**config.mk**
```make
export PLATFORM = sky130hd
export DESIGN_NAME = joypad_mp
export DESIGN_NICKNAME = d
export VERILOG_FILES = /design/src/rtl/joypad_mp.sv
export SDC_FILE = /design/constraint.sdc
export NUM_CORES = 1
export LEC_CHECK = 0
export BUFFER_PORTS_ARGS = -buffer_cell sky130_fd_sc_hd__buf_2
export CAP_MARGIN = 25
export CORE_MARGIN = 1.5
export CORE_UTILIZATION = 30
export DETAILED_ROUTE_END_ITERATION = 12
export GPL_ROUTABILITY_DRIVEN = 0
export GPL_TIMING_DRIVEN = 0
export PLACE_DENSITY = 0.67
export SYNTH_ARGS = -nofsm -noshare
export SYNTH_HDL_FRONTEND = slang
export SYNTH_SLANG_ARGS = --single-unit
```
**constraint.sdc**
```tcl
create_clock -name clockgb -period 4.55 [get_ports clockgb]
set_input_delay 0.91 -clock clockgb [delete_from_list [all_inputs] [get_ports clockgb]]
set_output_delay 0.91 -clock clockgb [all_outputs]
set_load 0.01 [all_outputs]
```
**src/rtl/joypad_mp.sv**
```systemverilog
`default_nettype none
// ============================================================================
// Module   : joypad_mp
// Purpose  : Game Boy style joypad register with one, two or four controller
//            channels fed by a serial byte stream, an optional idle
//            auto-release timer, and an optional falling-nibble interrupt.
// Revision : 1.0 - initial release
// ----------------------------------------------------------------------------
// Parameters
//   ADDR         bus address of the joypad register (default 16'hFF00)
//   PLAYERS      controller channels: 1, 2 or 4 (default 1)
//   HOLD_TIMEOUT idle clockgb cycles before all buttons release; 0 = off
// Ports
//   clockgb   in   1   system clock, rising edge
//   resetn    in   1   asynchronous active-low reset
//   address   in  16   CPU bus address
//   indata    in   8   CPU write data (bits [5:4] select the button group)
//   outdata   out  8   CPU read data, 8'h00 when not selected
//   load      in   1   CPU read strobe
//   store     in   1   CPU write strobe
//   rx_data   in   8   received serial byte (synchronous to clockgb)
//   rx_valid  in   1   single-cycle qualifier for rx_data
//   irq       out  1   single-cycle interrupt pulse
// Build option
//   JOYPAD_IRQ_EN  defined: irq pulses when any nib bit falls 1 -> 0
//                  undefined: irq is tied low
// ============================================================================
module joypad_mp #(
   parameter logic [15:0] ADDR         = 16'hFF00,
   parameter int          PLAYERS      = 1,
   parameter int          HOLD_TIMEOUT = 0
) (
   input  logic        clockgb,
   input  logic        resetn,
   input  logic [15:0] address,
   input  logic [7:0]  indata,
   output logic [7:0]  outdata,
   input  logic        load,
   input  logic        store,
   input  logic [7:0]  rx_data,
   input  logic        rx_valid,
   output logic        irq
);

   localparam int c_cur_w = (PLAYERS > 1) ? $clog2(PLAYERS) : 1;
   localparam bit c_multi = (PLAYERS > 1);

   typedef enum logic [1:0] {
      ST_IDLE = 2'd0,
      ST_DATA = 2'd1,
      ST_SKIP = 2'd2
   } rx_state_t;

   logic                    w_reg_hit;
   logic                    w_wr;
   logic [1:0]              r_sel;
   logic [c_cur_w-1:0]      w_cur;
   logic [PLAYERS-1:0][7:0] r_btn;
   logic                    w_capture;
   logic [1:0]              w_cap_idx;
   logic                    w_expire;
   logic [7:0]              w_cur_btn;
   logic [3:0]              w_nib;
   logic                    w_unused_indata;

   assign w_reg_hit = (address == ADDR);
   assign w_wr      = store && w_reg_hit;

   // Only the group-select bits of a write carry meaning.
   assign w_unused_indata = &{1'b0, indata[7:6], indata[3:0]};

   // -------------------------------------------------------------------------
   // Group select
   // -------------------------------------------------------------------------
   always_ff @(posedge clockgb or negedge resetn) begin
      if (!resetn) begin
         r_sel <= 2'b00;
      end else if (w_wr) begin
         r_sel <= indata[5:4];
      end
   end

   // -------------------------------------------------------------------------
   // Receive path and current-player pointer
   // -------------------------------------------------------------------------
   generate
      if (c_multi) begin : g_multi
         localparam logic [c_cur_w-1:0] c_last = c_cur_w'(PLAYERS - 1);

         rx_state_t          r_state;
         rx_state_t          w_state_next;
         logic [1:0]         r_pp;
         logic               w_pp_load;
         logic               w_cap_multi;
         logic [c_cur_w-1:0] r_cur;

         always_ff @(posedge clockgb or negedge resetn) begin
            if (!resetn) begin
               r_state <= ST_IDLE;
            end else begin
               r_state <= w_state_next;
            end
         end

         always_comb begin
            w_state_next = r_state;
            w_pp_load    = 1'b0;
            w_cap_multi  = 1'b0;
            case (r_state)
               ST_IDLE: begin
                  // Header byte 1010_00pp names the player of the next byte;
                  // an out-of-range player still consumes that byte.
                  if (rx_valid && (rx_data[7:2] == 6'b1010_00)) begin
                     w_pp_load = 1'b1;
                     if (int'(rx_data[1:0]) < PLAYERS) begin
                        w_state_next = ST_DATA;
                     end else begin
                        w_state_next = ST_SKIP;
                     end
                  end
               end
               ST_DATA: begin
                  if (rx_valid) begin
                     w_cap_multi  = 1'b1;
                     w_state_next = ST_IDLE;
                  end
               end
               ST_SKIP: begin
                  if (rx_valid) begin
                     w_state_next = ST_IDLE;
                  end
               end
               default: begin
                  w_state_next = ST_IDLE;
               end
            endcase
         end

         always_ff @(posedge clockgb or negedge resetn) begin
            if (!resetn) begin
               r_pp <= 2'b00;
            end else if (w_pp_load) begin
               r_pp <= rx_data[1:0];
            end
         end

         // Returning the select to 2'b00 from any other value hands the
         // register to the next player.
         always_ff @(posedge clockgb or negedge resetn) begin
            if (!resetn) begin
               r_cur <= '0;
            end else if (w_wr && (indata[5:4] == 2'b00) && (r_sel != 2'b00)) begin
               r_cur <= (r_cur == c_last) ? '0 : r_cur + c_cur_w'(1);
            end
         end

         assign w_capture = w_cap_multi;
         assign w_cap_idx = r_pp;
         assign w_cur     = r_cur;
      end else begin : g_single
         // A single channel has no framing: every byte is button data.
         assign w_capture = rx_valid;
         assign w_cap_idx = 2'b00;
         assign w_cur     = '0;
      end
   endgenerate

   // -------------------------------------------------------------------------
   // Idle auto-release timer
   // -------------------------------------------------------------------------
   generate
      if (HOLD_TIMEOUT > 0) begin : g_timeout
         localparam logic [23:0] c_limit = 24'(HOLD_TIMEOUT);

         logic [23:0] r_idle;

         always_ff @(posedge clockgb or negedge resetn) begin
            if (!resetn) begin
               r_idle <= 24'd0;
            end else if (w_capture) begin
               r_idle <= 24'd0;
            end else if (r_idle != c_limit) begin
               r_idle <= r_idle + 24'd1;
            end
         end

         // Fires on the edge where the counter steps onto the limit; a
         // capture on that edge restarts the counter instead.
         assign w_expire = !w_capture && (r_idle == (c_limit - 24'd1));
      end else begin : g_no_timeout
         assign w_expire = 1'b0;
      end
   endgenerate

   // -------------------------------------------------------------------------
   // Button state
   // -------------------------------------------------------------------------
   always_ff @(posedge clockgb or negedge resetn) begin
      if (!resetn) begin
         r_btn <= '0;
      end else begin
         for (int p = 0; p < PLAYERS; p++) begin
            if (w_capture && (w_cap_idx == 2'(p))) begin
               r_btn[p] <= rx_data;
            end else if (w_expire) begin
               r_btn[p] <= 8'h00;
            end
         end
      end
   end

   // -------------------------------------------------------------------------
   // Read value
   // -------------------------------------------------------------------------
   assign w_cur_btn = r_btn[w_cur];

   always_comb begin
      w_nib = 4'hF;
      if (r_sel[0]) begin
         w_nib = w_nib & ~w_cur_btn[3:0];
      end
      if (r_sel[1]) begin
         w_nib = w_nib & ~w_cur_btn[7:4];
      end
      // With no group selected a multi-player pad reports its player index.
      if (c_multi && (r_sel == 2'b00)) begin
         w_nib = 4'hF - 4'(w_cur);
      end
   end

   assign outdata = (w_reg_hit && load) ? {2'b11, r_sel, w_nib} : 8'h00;

   // -------------------------------------------------------------------------
   // Interrupt
   // -------------------------------------------------------------------------
`ifdef JOYPAD_IRQ_EN
   logic [3:0] r_nib_prev;

   always_ff @(posedge clockgb or negedge resetn) begin
      if (!resetn) begin
         r_nib_prev <= 4'hF;
      end else begin
         r_nib_prev <= w_nib;
      end
   end

   // Any 1 -> 0 transition of nib, whatever caused it, gives one pulse.
   assign irq = |(r_nib_prev & ~w_nib);
`else
   assign irq = 1'b0;
`endif

endmodule
`default_nettype wire

```
# Word level (Yosys, flattened, before mapping)
# Cells that the tools add are included.
dict set report totals {
  reg_bits 10
  input_bits 37
  word_cells 11
  output_inout_bits 9
}
dict set report classes {
  mux 3
  bitwise_logic 3
  n_reduce_logical 2
  n_eq_ne 1
}
# op count
set op_table {}
lappend op_table {{$eq 16x16->1 const B} 1}
lappend op_table {{$mux 4} 2}
lappend op_table {{$mux 8} 1}
lappend op_table {{$not 4->4} 2}
lappend op_table {{$and 4x4->4} 1}
lappend op_table {{$logic_and 1x1->1} 2}

# Logic depth before layout (Yosys ltp)
# Gate-level depths: netlist (run 1).
dict set report logic_depth {
  ltp_word 5
  mapped_depth 5
  depth_no_buf 4
}

# Worst setup path after synthesis (run 1)
# Ideal clock, no wire load.
dict set report synth_timing {
  path_kind {input to output}
  from {in address[4]}
  to {out outdata[0]}
  slack_ns 1.373
  required_ns 3.640
  path_buffers 0
  path_stages 4
  arrival_ns 2.267
  path_cell_list {or4b_1 -> nor4_2 -> nand2_2 -> a221oi_1}
}
dict set report synth_via {
  elab_chain_cells 3
}
# element line_no
set synth_rtl {}
lappend synth_rtl {{start: declaration} 35} ;# input logic [15:0] address,
lappend synth_rtl {{$eq 16x16->1} 66} ;# assign w_reg_hit = (address == ADDR);
lappend synth_rtl {{$logic_and 1x1->1} 231} ;# assign outdata = (w_reg_hit && load) ? {2'b11, r_sel, w_nib} : 8'h00;
lappend synth_rtl {{$mux 8} 231}
lappend synth_rtl {{end: declaration} 37} ;# output logic [7:0] outdata,
# No other way between the ends.

# Final worst setup path (run 1)
dict set report layout_timing {
  from {in address[1]}
  to {out outdata[1]}
}
# The elaborated chain is that of the path after synthesis.

==> out/results.tsv, run 1 <==
stage	metric	value	unit
status	status	finished clean	
clock_tree	clock_sinks	10	
floorplan	die_w	43.9	microns
pwr	power.leakage	0.396	nW
sta	fmax	0.294	GHz
floorplan	num_rows	14	
floorplan	start_util	32.6	%
worst_setup_path	path_class	in -> out	
routing	ant_nets	0	
global_route	grt_util_all_layers	12.9	%
pwr	power_density	247	nW/um^2
cells_and_area	final_common_cell	buf_2	
floorplan	core_area	1540	sq um
worst_setup_path	crit_path_frequent_cell	buf_2	
worst_setup_path	crit_arrival	2.49	ns
logic_synthesis	post-synth-top-area-cell	dfrtp_1	
logic_synthesis	synth_xor_area_share	0	%
clock_tree	path_clk_slew	0.06	ns
logic_synthesis	synth_cells	39	
global_route	antenna_found_initial	0	
placed_design	place_area	708	sq um
clock_tree	cts_buffer_depth	2	
sta	slew_viol_final	0	
flow_run	cap_violations	0	
worst_setup_path	cp.required	3.64	ns
floorplan	dieArea	1930	sq um
routing	firstDrtPassIters	4	
clock_tree	post_cts_buffers	0	
clock_tree	clockRootBuffer	clkbuf_4	
sta	final-setup-viol-count	0	
worst_setup_path	critical_path.max_stage_delay	0.53	ns
worst_setup_path	cp_top_family	simple AND/OR/NAND/NOR gates	
routing	wl	1.10	mm
routing	drt_iter0_drc	15	
worst_setup_path	critical_path.startpoint_type	input port	
cells_and_area	design_area	731	sq um
clock_tree	hold_buffers	0	
sta	finalHoldViolCount	0	
logic_synthesis	synth_area_leaders	dfrtp_1, mux2_2, a221oi_1	
logic_synthesis	synth_cell_types	18	
cells_and_area	area_delta_synth_final	45.3	%
logic_synthesis	synth.avg_cell_area	12.9	sq um
sta	finalSetupTns	0	ns
logic_synthesis	synthMuxAreaShare	22.4	%
sta	fin_crit_sh	74.7	%
cells_and_area	fill_cells	150	
floorplan	die_h	43.9	microns
global_route	grt_pass1_wl	1.83	mm
floorplan	ioPinCount	46	
routing	route.vias.total	455	
worst_setup_path	cpMaxStageDelayCell	or4_4	
sta	rsz0062_at_grt	false	
logic_synthesis	synth.net_count	76	
logic_synthesis	synth_top_family_by_area	multiplexers	
sta	min_period	3.40	ns
worst_setup_path	crit_fanout	5	
sta	finClkSkew	0	ns
cells_and_area	num-nets-final	118	
worst_setup_path	crit_buf_inv	2	
clock_tree	cts_resized	0	
logic_synthesis	synth-seq-cells	10	
routing	wl_per_cell	11.6	microns
cells_and_area	final_cell_mix	buf_2, dfrtp_1, mux2_2, a221oi_1, clkbuf_4	
logic_synthesis	yosysSeqAreaShare	49.8	%
cells_and_area	layout-drive-gt1-share	68.4	%
logic_synthesis	yosysWarnings	0	
logic_synthesis	yosys.area_share.simple	15.7	%
min_path	hp-class	in -> async	
routing	drc	0	
logic_synthesis	synthesis.area	503	sq um
logic_synthesis	synth-compound-area-share	6.97	%
worst_setup_path	critical_path.cell_chain	buf_2 > or4_4 > nor4_2 > nand2_2 > a221oi_1 > buf_2	
global_route	grt_pass1_vias	443	
logic_synthesis	synth_top_area_share	49.8	%
cells_and_area	antenna_cells	0	
clock_tree	clkLatencyLatePin	0.25	ns
placed_design	dpl.hpwl	935	microns
routing	via_per_inst	4.79	
worst_setup_path	crit_path_end_kind	output port	
clock_tree	h-tree-depth	1	
worst_setup_path	reg2reg_slack	3.68	ns
clock_tree	cts_inserted_buffers	3	
placed_design	numPortBuffers	37	
clock_tree	cts_tree	done	
pwr	ir_drop	0.242	mV
global_route	overflow	0	
logic_synthesis	synth_fa_ha_area_share	0	%
global_route	grt_max_degree	11	
## path summary, 6_finish.rpt
kind / startpoint / to / depth (start not counted)
worst max-delay path: address[1] / outdata[1] / 6
worst min-delay path: resetn / r_btn[4] / 1
worst min register to register: r_btn[4] / r_btn[4] / 1
min in group clockgb: r_btn[4] / r_btn[4] / 1
worst max register to register: r_sel[1] / r_sel[1] / 1
max in group asynchronous: resetn / r_btn[1] / 1
## layer usage
layer / vias to the layer above / GRT usage (%) / routed length, microns
met5: - / 0 / 0
met4: 0 / 1.82 / 0
met3: 0 / 5.42 / 54
met2: 15 / 22.9 / 611
met1: 212 / 14.5 / 433
li1: 228 / - / -
## per-stage QoR
stage	total power [W]	util [%]	hold slack (ns)	cells	worst slack, ns
final	0.000180	47.4	0.507	95	1.15
after global routing	0.000195	47.4	0.498	95	1.07
after CTS	0.000184	47.4	0.502	95	1.15
after detailed placement	0.000127	45.9	0.496	92	1.15
after floorplan	0.000111	-	0.481	39	1.37
after global placement	0.000126	45.9	0.493	92	1.15
## sequential cells by signal (all words and copies together), names as in the netlist
name / count
r_btn: 8
r_sel: 2
## kinds of logic after synthesis
logic type / after synthesis
muxes: 10
other: 1
AOI/OAI and AO/OA: 4
buffers and inverters: 4
DFF: 10
and+or+nand+nor: 10
## power breakdown
| part | total, W | switching [W] | leakage, nW | internal (W) |
|---|---|---|---|---|
| registers | 0.0000998 | 0.00000364 | 0.122 | 0.0000961 |
| logic | 0.0000253 | 0.00000882 | 0.261 | 0.0000165 |
| clock network | 0.0000552 | 0.0000249 | 0.0138 | 0.0000302 |
## final cells by class
class | count | area (sq um) | area share [%]
Sequential cell | 10 | 250 | 34.2
Clock buffer | 3 | 22.5 | 3.08
Inverter | 1 | 3.75 | 0.514
Buffer | 3 | 18.8 | 2.57
Tap cell | 16 | 20.0 | 2.74
Multi-Input combinational cell | 25 | 230 | 31.5
Timing Repair Buffer | 37 | 185 | 25.3
## Yosys cell counts (all sizes together)
master / number
dfrtp: 10
mux2: 10
a221oi: 4
and3: 2
buf: 2
nand2: 2
nor4: 2
clkbuf: 1
conb: 1
inv: 1
nand4: 1
nand4b: 1
or4: 1
or4b: 1
Note: power is estimated with default switching activity, not from simulation.
==> run 2, diff against run 1 <==
Settings changed: ABC_AREA from default to 1, PLACE_DENSITY 0.67 to 0.65.
Clock period 4.55 ns to 3.5 ns, I/O delays scaled along.
==> run 2 against run 1 <==
Via count grew 33%; combinational power grew 45%; non-clock buffer count grew 1; clock power grew 87%; worst setup slack gained 0.048 ns; sequential share of layout area shrank 3.1 points; highest routed layer is now met4.
==> out/results.tsv, run 2 <==
stage	metric	value	unit	change
pwr	ir_drop	0.131	mV	-46%
logic_synthesis	synth_top_area_share	45.9	%	-3.9 points
cells_and_area	final_common_cell	buf_2		
sta	min_period	2.30	ns	
logic_synthesis	post-synth-top-area-cell	dfrtp_1		
cells_and_area	num-nets-final	153		+30%
cells_and_area	largest_reg_flops	8		unchanged
placed_design	dp_slack	1.18	ns	+0.0356 ns
routing	firstDrtPassIters	4		unchanged
worst_setup_path	path_class	in -> out		
logic_synthesis	synth_area_leaders	dfrtp_1, nand2_1, inv_1		
routing	drc	0		unchanged
min_path	hp-class	in -> async		
clock_tree	post_cts_buffers	0		unchanged
sta	finalHoldViolCount	0		unchanged
clock_tree	cts_tree	done		
sta	fin_crit_sh	65.7	%	
cells_and_area	fill_cells	179		+19%
logic_synthesis	yosysSeqAreaShare	45.9	%	-3.9 points
placed_design	place_area	767	sq um	+8.3%
cells_and_area	area_delta_synth_final	47.2	%	
cells_and_area	final_cell_mix	buf_2, nand2_1, inv_1, dfrtp_1, nor2_1		
clock_tree	cts_buffer_depth	2		unchanged
worst_setup_path	reg2reg_slack	2.88	ns	-0.80 ns
routing	wl_per_cell	8.97	microns	-22%
floorplan	die_h	45.6	microns	+3.9%
floorplan	start_util	31.9	%	-0.69 points
placed_design	dpl.hpwl	1.01	mm	+8.3%
logic_synthesis	synth_flop_cell	dfrtp_1		
global_route	overflow	0		unchanged
worst_setup_path	crit_path_end_kind	output port		
cells_and_area	antenna_cells	0		unchanged
clock_tree	clock_sinks	10		unchanged
logic_synthesis	synth_cells	73		+87%
cells_and_area	layout-drive-gt1-share	42.6	%	-26 points
sta	finClkSkew	0	ns	unchanged
routing	drt_iter0_drc	10		-5
worst_setup_path	critical_path.startpoint_type	input port		
floorplan	ioPinCount	46		unchanged
routing	wl	1.26	mm	+14%
global_route	grt_pass1_wl	1.91	mm	+4.5%
logic_synthesis	synthArstFlopShare	100	%	unchanged
status	status	finished clean		
sta	rsz0062_at_grt	false		
clock_tree	h-tree-depth	1		unchanged
sta	slew_viol_final	0		unchanged
sta	finalSetupTns	0	ns	unchanged
pwr	power_density	330	nW/um^2	+34%
pwr	power.leakage	0.472	nW	+19%
clock_tree	path_clk_slew	0.07	ns	about the same
sta	fmax	0.435	GHz	
floorplan	core_area	1710	sq um	+11%
global_route	antenna_found_initial	0		unchanged
worst_setup_path	crit_arrival	1.60	ns	-0.89 ns
sta	final-setup-viol-count	0		unchanged
logic_synthesis	synth.most_common_cell	nand2_1		
sta	finalWorstSetupSlack	1.20	ns	+0.0483 ns
logic_synthesis	synth.net_count	110		+45%
cells_and_area	top_register	r_btn		
routing	route.vias.total	606		+33%
flow_run	cap_violations	0		unchanged
cells_and_area	post-route-util	47.0	%	-0.37 points
clock_tree	clkLatencyLatePin	0.26	ns	about the same
floorplan	dieArea	2080	sq um	+7.9%
clock_tree	hold_buffers	0		unchanged
clock_tree	clockRootBuffer	clkbuf_4		
worst_setup_path	rr_worst_depth	2		+1
logic_synthesis	synth.avg_cell_area	7.47	sq um	-42%
cells_and_area	top_regs	r_btn (8), r_sel (2)		
clock_tree	cts_resized	0		unchanged
floorplan	num_rows	15		+1
sta	fin_hold_ws	0.282	ns	-0.225 ns
logic_synthesis	yosysWarnings	0		unchanged
logic_synthesis	synth_edf_count	0		unchanged
placed_design	numPortBuffers	38		+2.7%
logic_synthesis	synthesis.area	546	sq um	+8.5%
clock_tree	cts_inserted_buffers	3		unchanged
logic_synthesis	yosys-top-cells-count	nand2_1, inv_1, dfrtp_1		
floorplan	die_w	45.6	microns	+3.9%
routing	ant_nets	0		unchanged
logic_synthesis	synth_cell_types	13		-5
global_route	grt_pass1_vias	506		+14%
global_route	grt_max_degree	11		unchanged
routing	via_per_inst	4.33		-9.6%
global_route	grt_util_all_layers	13.0	%	+0.16 points
cells_and_area	design_area	803	sq um	+9.9%
worst_setup_path	crit_fanout	7		+2
logic_synthesis	synth-seq-cells	10		unchanged
worst_setup_path	cp.required	2.80	ns	-0.84 ns
==> run 2: path summary, 6_finish.rpt <==
check / from / endpoint
max reg2reg: r_btn[3] / r_btn[3]
max in group asynchronous: resetn / r_btn[0]
max: address[5] / outdata[7]
min: resetn / r_btn[7]
min reg2reg: r_sel[0] / r_sel[0]
min in group clockgb: r_sel[0] / r_sel[0]
==> run 2: cell type report <==
cell class	count	area, sq um	share of cell area, %
plain buffers	3	20.0	2.49
multi-input cells	47	226	28.2
flip-flops and latches	10	250	31.2
clock buffers	4	36.3	4.52
well taps	25	31.3	3.89
inverters	13	48.8	6.07
repair buffers	38	190	23.7
==> run 2: cell families after synthesis <==
kind of cell | count (synthesis) | synth area share (%)
AOI/OAI and AO/OA | 12 | 11.9
buffers and inverters | 16 | 12.6
DFF | 10 | 45.9
other | 1 | 0.687
and+or+nand+nor | 34 | 28.9
==> run 2: per-stage QoR <==
stage | power [W] | instances
after global routing | 0.000279 | 140
after CTS | 0.000270 | 140
after global placement | 0.000164 | 136
after detailed placement | 0.000165 | 136
final | 0.000265 | 140
after floorplan | 0.000142 | 73
==> run 2: power by group <==
group | internal (W) | switching, W
registers | 0.000124 | 0.00000192
logic | 0.0000183 | 0.0000186
clock network | 0.0000632 | 0.0000395
total | 0.000205 | 0.0000600
==> run 2: per-layer routing <==
layer	vias to the layer above	track usage [%]	part of all wire (%)	routed length (microns)
met4	0	8.82	1.4	17
met3	4	2.78	11	138
li1	313	-	-	-
met1	251	16.4	43	534
met5	-	0	0	0
met2	38	19.7	45	567
==> run 2: worst max-delay path, cell delays in order <==
cell,delay (ns)
buf_2,0.09
nor2_1,0.10
nand2_1,0.07
nor2_2,0.21
nand3_4,0.13
inv_1,0.09
buf_4,0.10
buf_2,0.11
